==> src/rtl/register_pipe_rv_pkg.sv <==
// Shared helpers for the register pipe library.
//   clog2()     : ceiling log2, usable in parameter defaults
//   cnt_width() : width of an occupancy counter holding 0..depth
//   cnt_op_e    : per-cycle occupancy counter action
package register_pipe_rv_pkg;

  typedef enum logic [1:0] {
    CNT_HOLD,
    CNT_INC,
    CNT_DEC,
    CNT_CLR
  } cnt_op_e;

  function automatic int clog2(input int value);
    int r;
    r = 0;
    for (int i = 0; i < 31; i++) begin
      if ((1 << i) < value) r = i + 1;
    end
    return r;
  endfunction

  function automatic int cnt_width(input int depth);
    return (clog2(depth + 1) < 1) ? 1 : clog2(depth + 1);
  endfunction

endpackage

==> src/rtl/register_pipe_stage.sv <==
// One pipeline stage: a valid bit plus a payload register.
//   clk, reset : clock, asynchronous active-high reset (clears valid and data)
//   clear      : synchronous clear of the valid bit (data kept)
//   load       : stage takes in_valid/in_data this edge
//   in_valid   : valid bit offered by the previous stage (or the input port)
//   in_data    : payload offered by the previous stage
//   valid/data : stage contents
module register_pipe_stage #(
  parameter int WIDTH = 8
) (
  input  logic             clk,
  input  logic             reset,
  input  logic             clear,
  input  logic             load,
  input  logic             in_valid,
  input  logic [WIDTH-1:0] in_data,
  output logic             valid,
  output logic [WIDTH-1:0] data
);

  // NOTE: data is a handful of flops, not a RAM, so it is reset too; this
  // keeps out_data at 0 during reset instead of exposing stale payload.
  always_ff @(posedge clk or posedge reset) begin
    if (reset) begin
      valid <= 1'b0;
      data  <= '0;
    end else if (clear) begin
      valid <= 1'b0;
    end else if (load) begin
      // NOTE: non-blocking assignments so every stage samples its
      // neighbour's pre-edge value; blocking here would shoot words through.
      valid <= in_valid;
      // A bubble moving in only clears the valid bit; payload stays put.
      if (in_valid) data <= in_data;
    end
  end

endmodule

==> src/rtl/register_pipe_rv.sv <==
// Ready/valid register pipeline with bubble collapsing.
//   clk, reset          : clock, asynchronous active-high reset
//   flush               : synchronous clear of every stage, wins over traffic
//   in_valid/in_ready   : upstream handshake, in_data payload
//   out_valid/out_ready : downstream handshake, out_data payload
//   count               : number of valid stages, 0..DEPTH
module register_pipe_rv
  import register_pipe_rv_pkg::*;
#(
  parameter int WIDTH = 8,
  parameter int DEPTH = 4,
  parameter int CNT_W = cnt_width(DEPTH)
) (
  input  logic             clk,
  input  logic             reset,
  input  logic             flush,
  input  logic             in_valid,
  output logic             in_ready,
  input  logic [WIDTH-1:0] in_data,
  output logic             out_valid,
  input  logic             out_ready,
  output logic [WIDTH-1:0] out_data,
  output logic [CNT_W-1:0] count
);

  logic [DEPTH-1:0] v;
  logic [DEPTH-1:0] ld;
  logic [DEPTH-1:0] src_v;
  logic [WIDTH-1:0] d     [DEPTH];
  logic [WIDTH-1:0] src_d [DEPTH];

  // A stage may load when it is empty or its occupant moves on. Walking from
  // the output back makes the ready path a combinational chain, so a gap
  // anywhere ahead lets the stages behind it close up.
  always_comb begin
    // NOTE: every bit gets a value on every pass, so no latch is inferred.
    ld            = '0;
    ld[DEPTH-1]   = !v[DEPTH-1] || out_ready;
    for (int i = DEPTH - 2; i >= 0; i--) begin
      ld[i] = !v[i] || ld[i+1];
    end
  end

  assign in_ready  = !flush && ld[0];
  assign out_valid = v[DEPTH-1];
  assign out_data  = d[DEPTH-1];

  for (genvar i = 0; i < DEPTH; i++) begin : g_stage
    if (i == 0) begin : g_head
      assign src_v[i] = in_valid;
      assign src_d[i] = in_data;
    end else begin : g_body
      assign src_v[i] = v[i-1];
      assign src_d[i] = d[i-1];
    end

    register_pipe_stage #(
      .WIDTH(WIDTH)
    ) u_stage (
      .clk     (clk),
      .reset   (reset),
      .clear   (flush),
      .load    (ld[i]),
      .in_valid(src_v[i]),
      .in_data (src_d[i]),
      .valid   (v[i]),
      .data    (d[i])
    );
  end

  logic    accept;
  logic    emit;
  cnt_op_e cnt_op;

  assign accept = in_valid && in_ready;
  assign emit   = out_valid && out_ready;

  always_comb begin
    cnt_op = CNT_HOLD;
    if (flush)                cnt_op = CNT_CLR;
    else if (accept && !emit) cnt_op = CNT_INC;
    else if (emit && !accept) cnt_op = CNT_DEC;
  end

  always_ff @(posedge clk or posedge reset) begin
    if (reset) begin
      count <= '0;
    end else begin
      case (cnt_op)
        CNT_INC: count <= count + CNT_W'(1);
        CNT_DEC: count <= count - CNT_W'(1);
        CNT_CLR: count <= '0;
        default: count <= count;
      endcase
    end
  end

endmodule

==> config.mk <==
export PLATFORM = sky130hd
export DESIGN_NAME = register_pipe_rv
export DESIGN_NICKNAME = d
export VERILOG_FILES = /design/src/rtl/register_pipe_rv_pkg.sv /design/src/rtl/register_pipe_stage.sv /design/src/rtl/register_pipe_rv.sv
export SDC_FILE = /design/constraint.sdc
export NUM_CORES = 1
export LEC_CHECK = 0
export ABC_CLOCK_PERIOD_IN_PS = 2300
export CELL_PAD_IN_SITES_DETAIL_PLACEMENT = 0
export CELL_PAD_IN_SITES_GLOBAL_PLACEMENT = 2
export CORE_AREA = 3 3 74 76
export DETAILED_ROUTE_END_ITERATION = 10
export DIE_AREA = 0 0 77 79
export PLACE_DENSITY_LB_ADDON = 0.1
export SKIP_LAST_GASP = 1
export SLEW_MARGIN = 20
export SYNTH_ARGS = -nofsm -noshare
export SYNTH_HDL_FRONTEND = slang
export SYNTH_SLANG_ARGS = --single-unit
export TNS_END_PERCENT = 1
==> constraint.sdc <==
create_clock -name clk -period 2.3 [get_ports clk]
set_clock_uncertainty 0.2 [all_clocks]
set_input_delay 0.23 -clock clk [delete_from_list [all_inputs] [get_ports clk]]
set_output_delay 0.23 -clock clk [all_outputs]
set_load 0.005 [all_outputs]
Word-level counts from Yosys, hierarchy flattened

Cells that the tools add are included.

Register bits: 39
Input port bits: 13
Output and inout port bits: 13
Logic and storage cells: 52

Add/sub/neg operators: 2
Equal/unequal tests: 3
Multiplexer cells: 12
Bitwise operators: 1
Reductions and logical operators: 25

Operator list:

| cell                                                               | number |
|---|---|
| 3-bit AND reduction                                                | 4 |
| 3-bit case mux with 3 select lines                                 | 1 |
| 1-bit two-way mux                                                  | 8 |
| 2-bit nonzero test                                                 | 4 |
| 1-bit zero test                                                    | 7 |
| 2-bit two-way mux                                                  | 3 |
| 1-bit logical AND                                                  | 5 |
| 2-bit == test, second input constant                               | 2 |
| 1-bit logical OR                                                   | 4 |
| 3-bit by 1-bit adder with 3-bit output, second input constant      | 1 |
| 3-bit nonzero test                                                 | 1 |
| 3-bit by 1-bit subtractor with 3-bit output, second input constant | 1 |
| 2-bit by 1-bit == test with 1-bit output, second input constant    | 1 |
| 1-bit NOT                                                          | 1 |

Longest topological paths before layout

Gate-level depths: netlist of the first run.

Depth after elaboration: 14
Gate-level depth with buffers: 6
Mapped depth without buffers: 6

Cells and area by module

A second synthesis of the first run with hierarchy kept.

Cell total of the unflattened synthesis: 114
Area, all modules: 1687.9 um^2

By module, submodules not included:

| module              | instances | cells an instance | area an instance (um^2) | sequential area each (um^2) |
|---|---|---|---|---|
| register_pipe_stage | 4         | 21                | 352.8                   | 225.2 |
| register_pipe_rv    | 1         | 30                | 276.5                   | 75.1 |

Worst setup path after synthesis of the first run

OpenSTA, ideal clock, no wires.

Kind: input to register
From: in flush
To: reg count[2]
Data arrival time: 1.567 ns
Path slack: 0.408 ns
Stages: 6
Cells stage by stage: clkbuf_1 > nor3_1 > fa_1 > and2_1 > a31oi_1 > mux2_2

Longest elaborated chain between the ends: 10
Elaborated cells on any way between the ends: 14
Those cells by class: eq/ne: 3; mux: 4; reduce/logical: 7

RTL lines:

| element                                                                          | RTL line               | RTL |
|---|---|---|
| start: declaration                                                               | register_pipe_rv.sv:16 | `input logic flush,` |
| 1-bit zero test                                                                  | register_pipe_rv.sv:44 | `assign in_ready = !flush && ld[0];` |
| 1-bit logical AND                                                                | register_pipe_rv.sv:44 |  |
| 1-bit logical AND                                                                | register_pipe_rv.sv:75 | `assign accept = in_valid && in_ready;` |
| 1-bit zero test                                                                  | register_pipe_rv.sv:82 | `else if (emit && !accept) cnt_op = CNT_DEC;` |
| 1-bit logical AND                                                                | register_pipe_rv.sv:82 |  |
| 2-bit two-way mux                                                                | register_pipe_rv.sv:82 |  |
| 2-bit two-way mux                                                                | register_pipe_rv.sv:81 | `else if (accept && !emit) cnt_op = CNT_INC;` |
| 2-bit two-way mux (*)                                                            | register_pipe_rv.sv:80 | `if (flush) cnt_op = CNT_CLR;` |
| 2-bit == test / 2-bit by 1-bit == test with 1-bit output (equally long branches) | register_pipe_rv.sv:89 | `case (cnt_op)` |
| 3-bit case mux with 3 select lines / 3-bit nonzero test (equally long branches)  | -                      |  |
| end signal: assignment                                                           | register_pipe_rv.sv:90 | `CNT_INC: count <= count + CNT_W'(1);` |
| end signal: assignment                                                           | register_pipe_rv.sv:91 | `CNT_DEC: count <= count - CNT_W'(1);` |
| end signal: assignment                                                           | register_pipe_rv.sv:93 | `default: count <= count;` |
| end: declaration                                                                 | register_pipe_rv.sv:23 | `output logic [CNT_W-1:0] count` |

Every way passes the cells marked *; elsewhere a longest branch is shown, timed or not.
A chain may end at the register's enable or synchronous reset.

Worst setup path in the final report of the first run

From: reg g_stage[3].u_stage.valid
To: out in_ready

Longest elaborated chain between the ends: 6

RTL lines:

| element                       | RTL line                  | RTL |
|---|---|---|
| start: declaration            | register_pipe_stage.sv:17 | `output logic valid,` |
| start signal: assignment      | register_pipe_stage.sv:32 | `valid <= in_valid;` |
| 1-bit zero test               | register_pipe_rv.sv:38    | `ld[DEPTH-1] = !v[DEPTH-1] \|\| out_ready;` |
| 1-bit logical OR              | register_pipe_rv.sv:38    |  |
| 1-bit logical OR (3 in a row) | register_pipe_rv.sv:40    | `ld[i] = !v[i] \|\| ld[i+1];` |
| 1-bit logical AND             | register_pipe_rv.sv:44    |  |
| end: declaration              | register_pipe_rv.sv:18    | `output logic in_ready,` |

No other way between the ends.

==> flow_summary_export.csv, run 1 <==
group,metric,value,unit
outcome,outcome,"finished clean",
worst_setup_path,crit_path_end_kind,"output port",
final_layout,antenna_cells,0,
final_layout,drive_gt1_share,36.05,%
floorplanning,num_rows,25,
drt,dr.pass1.iters,4,
floorplanning,start_util,36.86,%
cts,cts.clk_slew.worst_paths,0.07,ns
global_route,grt_remaining_overflow,0,
cts,worstSkewPairLatency,0.28,ns
synthesis,ys_seq_area_share,55.32,%
synthesis,postSynthAreaPerCell,14.46,sq um
floorplanning,die_w,77,um
drt,wl,2832,um
placement,gp_congestion,0.8004,
power_and_ir_drop,leakage,0.0009870,uW
timing,setup_viol,0,
drt,final_antenna_net_count,0,
worst_setup_path,reg2reg_to,"count[2]$_DFFE_PP0P_",
timing,rsz0062_at_grt,"no",
floorplanning,design.core.area,0.004786,sq mm
timing,worst_pin_slew,0.4950,ns
synthesis,yosysTopAreaCell,"dfrtp_1",
cts,clock-sinks,39,
worst_setup_path,r2r-start,"g_stage[3].u_stage.valid$_DFFE_PP0P_",
final_layout,final_cell_mix,"dfrtp_1, clkdlybuf4s50_1, mux2_2, mux2_4, nor2_1",
synthesis,async_reset_ff_share,100.0,%
timing,finalHoldViolations,0,
worst_setup_path,cp_max_fo,8,
synthesis,ys_ff_latch,39,
floorplanning,die_height,79,um
cts,cts_buffers,5,
drt,post-route-drc-count,0,
final_layout,design_area,0.002138,sq mm
global_route,grt_usage,10.20,%
worst_setup_path,ff2ff_path_depth,6,
synthesis,synthTopCellsByArea,"dfrtp_1, mux2_4, mux2_2, buf_4, buf_6",
cts,hold_buffers,0,
timing,post-route-min-period,2.178,ns
drt,drtIter0Drc,23,
cts,cts_resized,0,
floorplanning,die_area,0.006083,sq mm
global_route,antenna_found_initial,0,
cts,clock_tree.buffer_depth,2,
placement,dpl-instance-area,0.002051,sq mm
power_and_ir_drop,powerDensity,854.4,mW/mm^2
worst_setup_path,path_class,"reg2out",
global_route,grt_pass1_wl,4830,um
timing,slew_headroom,67.00,%
worst_setup_path,worstPathRequired,1.87,ns
worst_setup_path,arrival,1.75,ns
timing,max_freq,459.0,MHz
cts,ctsRootBufferMaster,"clkbuf_8",
worst_setup_path,critPathLaunchType,"flop",
drt,wire_per_inst,13.23,um
drt,drt-vias-per-instance,4.439,
hold_path,hp-class,"in2async",
placement,dp_hpwl,1975,um
synthesis,synth_enable_flop_cells,0,
cts,postCtsSetupBuffers,0,
synthesis,netlist.area_leader.share,55.32,%
final_layout,final_common_cell,"dfrtp_1",
synthesis,synth_cell_types,27,
run,maxCapViolCount,0,
floorplanning,pin_count,26,
final_layout,fin_nets,161,
drt,vias,950,
synthesis,ys_dominant_reg_cell,"dfrtp_1",
synthesis,synth_cells,122,
final_layout,syn_to_final_growth,21.21,%
global_route,first_global_vias,935,
timing,maxSlewViolCount,0,
synthesis,netlist_area,0.001764,sq mm
worst_setup_path,r2r_slack,0.24,ns
global_route,grt_max_degree,40,
synthesis,yosysWarningCount,0,
placement,dp_slack,-0.03115,ns
timing,fin_crit_sh,94.72,%
power_and_ir_drop,peakVddDrop,0.3179,mV
placement,numPortBuffers,25,
cts,h-tree-depth,2,
synthesis,syn-num-nets,136,
timing,fin_ws,0.1215,ns
cts,cts_tree,"done",
synth_stat cells, types with 2 or more instances:
cell / n
nand2b_1: 2
buf_4: 8
mux2_2: 18
inv_1: 3
buf_6: 4
a31oi_1: 3
a21oi_1: 3
mux2_4: 16
clkbuf_1: 2
dfrtp_1: 39
nor2b_1: 2
nor2_1: 7
final cells by class:
cell class / count / area [sq um]
Fill cell: 442 / 2648
Sequential cell: 39 / 975.9
Multi-Input combinational cell: 66 / 664.4
Timing Repair Buffer: 32 / 315.3
Tap cell: 67 / 83.83
Clock buffer: 6 / 82.58
Inverter: 3 / 11.26
Clock inverter: 1 / 5.005
cells by family after synthesis:
group	after synthesis	synth area share, %
flip-flops	39	55.32
multiplexers	35	25.67
AND/OR/NAND/NOR	21	7.305
buffers and inverters	17	7.021
AO/OA/AOI/OAI	9	3.546
adder cells (fa/ha/maj)	1	1.135
metal layers:
metal	wire length (um)	GRT usage [%]
met1	1515	15.20
met5	0	0
met3	135	3.855
met4	17	2.669
met2	1164	13.76
registers in the layout, summed over array words and instances, names as in the netlist:
signal                 cells
g_stage.u_stage.data      32
g_stage.u_stage.valid      4
count                      3
worst max-delay path, stage by stage (launching register included):
cell	delay, ns
dfrtp_1	0.46
and3b_1	0.29
a31oi_1	0.20
clkdlybuf4s50_1	0.52
power by group:
part           internal, uW  switching, uW
Sequential              863           99.7
Combinational           306            101
Clock                   235            222
Total                  1400            422
worst max path at each step:
stage	startpoint	to	depth (start not counted)
finish	g_stage[3].u_stage.valid$_DFFE_PP0P_	in_ready	3
global route	g_stage[3].u_stage.valid$_DFFE_PP0P_	in_ready	3
CTS	g_stage[3].u_stage.valid$_DFFE_PP0P_	in_ready	3
detailed placement	out_ready	count[2]$_DFFE_PP0P_	7
global placement	out_ready	count[2]$_DFFE_PP0P_	7
floorplan	flush	count[2]$_DFFE_PP0P_	6
metrics by stage:
step	cells	util [%]	TNS [ns]	hold slack, ns	power, uW
final	214	44.68	0	0.1671	1827
after global routing	214	44.68	0	0.2174	1942
after CTS	214	44.68	0	0.1792	1865
after detailed placement	207	42.85	-0.03115	0.2960	1396
after global placement	207	42.85	0	0.2905	1382
after floorplan	122	-	0	0.1757	1265
Power figures use the tool's default switching activity.
==> inputs of run 2 (changes only) <==
- CELL_PAD_IN_SITES_DETAIL_PLACEMENT: 0 -> unset
- CELL_PAD_IN_SITES_GLOBAL_PLACEMENT: 2 -> unset
- CORE_AREA: 3 3 74 76 -> 3 3 67 69
- DIE_AREA: 0 0 77 79 -> 0 0 70 72
==> flow_summary_export.csv, run 2 (synthesis gave the netlist of run 1 again) <==
group,metric,value,unit
timing,rsz0062_at_grt,"no",
drt,vias,948,
placement,dpl-instance-area,0.002022,sq mm
cts,cts_tree,"done",
final_layout,utilization,53.12,%
power_and_ir_drop,power,1817,uW
floorplanning,num_rows,23,
drt,wl,2610,um
power_and_ir_drop,p_int,1404,uW
worst_setup_path,crit_chain,"and3b_1, a31oi_1, clkdlybuf4s50_1",
cts,postCtsSetupBuffers,0,
drt,drtIter0Drc,42,
timing,fin_ws,0.1058,ns
global_route,first_global_vias,926,
drt,post-route-drc-count,0,
placement,dp_hpwl,1974,um
final_layout,final_common_cell,"dfrtp_1",
global_route,grt_usage,11.81,%
floorplanning,die_w,70,um
power_and_ir_drop,clockPowerShare,24.4,%
timing,finalSetupTns,0,ns
worst_setup_path,cp_slowest_cell,"clkdlybuf4s50_1",
power_and_ir_drop,peakVddDrop,0.3259,mV
final_layout,design_area,0.002110,sq mm
drt,dr.pass1.iters,3,
cts,clock-sinks,39,
worst_setup_path,crit_path_end_kind,"output port",
final_layout,reg_top3,"g_stage.u_stage.data x32, g_stage.u_stage.valid x4, count x3",
final_layout,antenna_cells,0,
floorplanning,design.core.area,0.003971,sq mm
final_layout,drive_gt1_share,35.62,%
timing,max_freq,455.7,MHz
placement,dp_slack,-0.05704,ns
final_layout,regMostFlops,"g_stage.u_stage.data",
timing,setup_viol,0,
timing,slew_headroom,67.71,%
drt,wire_per_inst,13.32,um
run,maxCapViolCount,0,
final_layout,fin_nets,160,
outcome,outcome,"finished clean",
floorplanning,die_area,0.005040,sq mm
drt,drt-vias-per-instance,4.837,
power_and_ir_drop,power_frac_comb,22.4,%
cts,h-tree-depth,2,
worst_setup_path,path_class,"reg2out",
timing,post-route-min-period,2.194,ns
timing,finalHoldViolations,0,
power_and_ir_drop,powerDensity,861.5,mW/mm^2
final_layout,fillCellCount,336,
final_layout,final_cell_mix,"dfrtp_1, clkdlybuf4s50_1, mux2_2, mux2_4, nor2_1",
cts,ctsRootBufferMaster,"clkbuf_8",
floorplanning,die_height,72,um
cts,worstSkewPairLatency,0.28,ns
worst_setup_path,arrival,1.76,ns
final_layout,syn_to_final_growth,19.57,%
power_and_ir_drop,p_sw_share,22.72,%
power_and_ir_drop,switching_power,413.0,uW
global_route,grt_pass1_wl,4540,um
cts,hold_buffers,0,
timing,worst_pin_slew,0.4843,ns
global_route,grt_max_degree,40,
placement,gp_congestion,0.6860,
global_route,antenna_found_initial,0,
final_layout,largest_register_ffs,32,
timing,maxSlewViolCount,0,
hold_path,hp-class,"in2async",
cts,cts_resized,0,
power_and_ir_drop,leakage,0.0009828,uW
worst_setup_path,critPathLaunchType,"flop",
cts,cts.clk_slew.worst_paths,0.07,ns
global_route,grt_remaining_overflow,0,
cts,clock_tree.buffer_depth,2,
placement,numPortBuffers,25,
worst_setup_path,worstPathRequired,1.87,ns
floorplanning,pin_count,26,
timing,fin_crit_sh,95.40,%
floorplanning,start_util,44.42,%
cts,cts_buffers,5,
drt,final_antenna_net_count,0,
worst_setup_path,slowest_delay,0.53,ns
worst_setup_path,cp_max_fo,8,
power_and_ir_drop,seq_power_share,53.1,%
[run 2: power groups by stage]
stage,Combinational [uW],Clock [uW],Sequential (uW)
floorplan,324,0,940
finish,408,444,966
global route,439,486,992
CTS,417,466,970
detailed placement,416,0,984
global placement,402,0,973
[run 2: through the flow]
| stage | cells | hold slack (ns) |
|---|---|---|
| final | 196 | 0.1502 |
| after floorplan | 122 | 0.1757 |
| after global placement | 189 | 0.2898 |
| after CTS | 196 | 0.1682 |
| after global routing | 196 | 0.2045 |
| after detailed placement | 189 | 0.2932 |
[run 2: path summary, 6_finish.rpt]
kind,from,end,slack [ns],depth (start not counted)
worst max-delay path,g_stage[3].u_stage.valid$_DFFE_PP0P_,in_ready,0.11,3
worst min-delay path,reset,g_stage[0].u_stage.data[7]$_DFFE_PP0P_,0.15,3
worst max register to register,g_stage[3].u_stage.valid$_DFFE_PP0P_,count[2]$_DFFE_PP0P_,0.19,6
worst min register to register,g_stage[3].u_stage.data[1]$_DFFE_PP0P_,g_stage[3].u_stage.data[1]$_DFFE_PP0P_,0.31,1
max in group asynchronous,reset,g_stage[1].u_stage.valid$_DFFE_PP0P_,1.40,3
min in group clk,g_stage[3].u_stage.data[1]$_DFFE_PP0P_,g_stage[3].u_stage.data[1]$_DFFE_PP0P_,0.31,1
[run 2: layer usage]
metal,vias to the layer above,share of wire (%),global-route usage (%)
met3,6,3.7,3.324
li1,465,-,-
met2,22,44,16.47
met4,0,2.3,7.021
met1,455,49,16.41
met5,-,0,0
[run 2: critical path, delay by kind of cell (launching register included)]
| kind | cells | cell delay (ns) |
|---|---|---|
| AND/OR/NAND/NOR | 1 | 0.27 |
| flip-flops | 1 | 0.46 |
| buffers and inverters | 1 | 0.53 |
| AO/OA/AOI/OAI | 1 | 0.22 |
[run 2: cell type report]
cell class,count,area (sq um),share of cell area (%)
Clock buffer,6,82.58,3.915
Clock inverter,1,5.005,0.2372
Inverter,3,11.26,0.5338
Multi-Input combinational cell,66,664.4,31.49
Sequential cell,39,975.9,46.26
Tap cell,50,62.56,2.966
Timing Repair Buffer,31,307.8,14.59
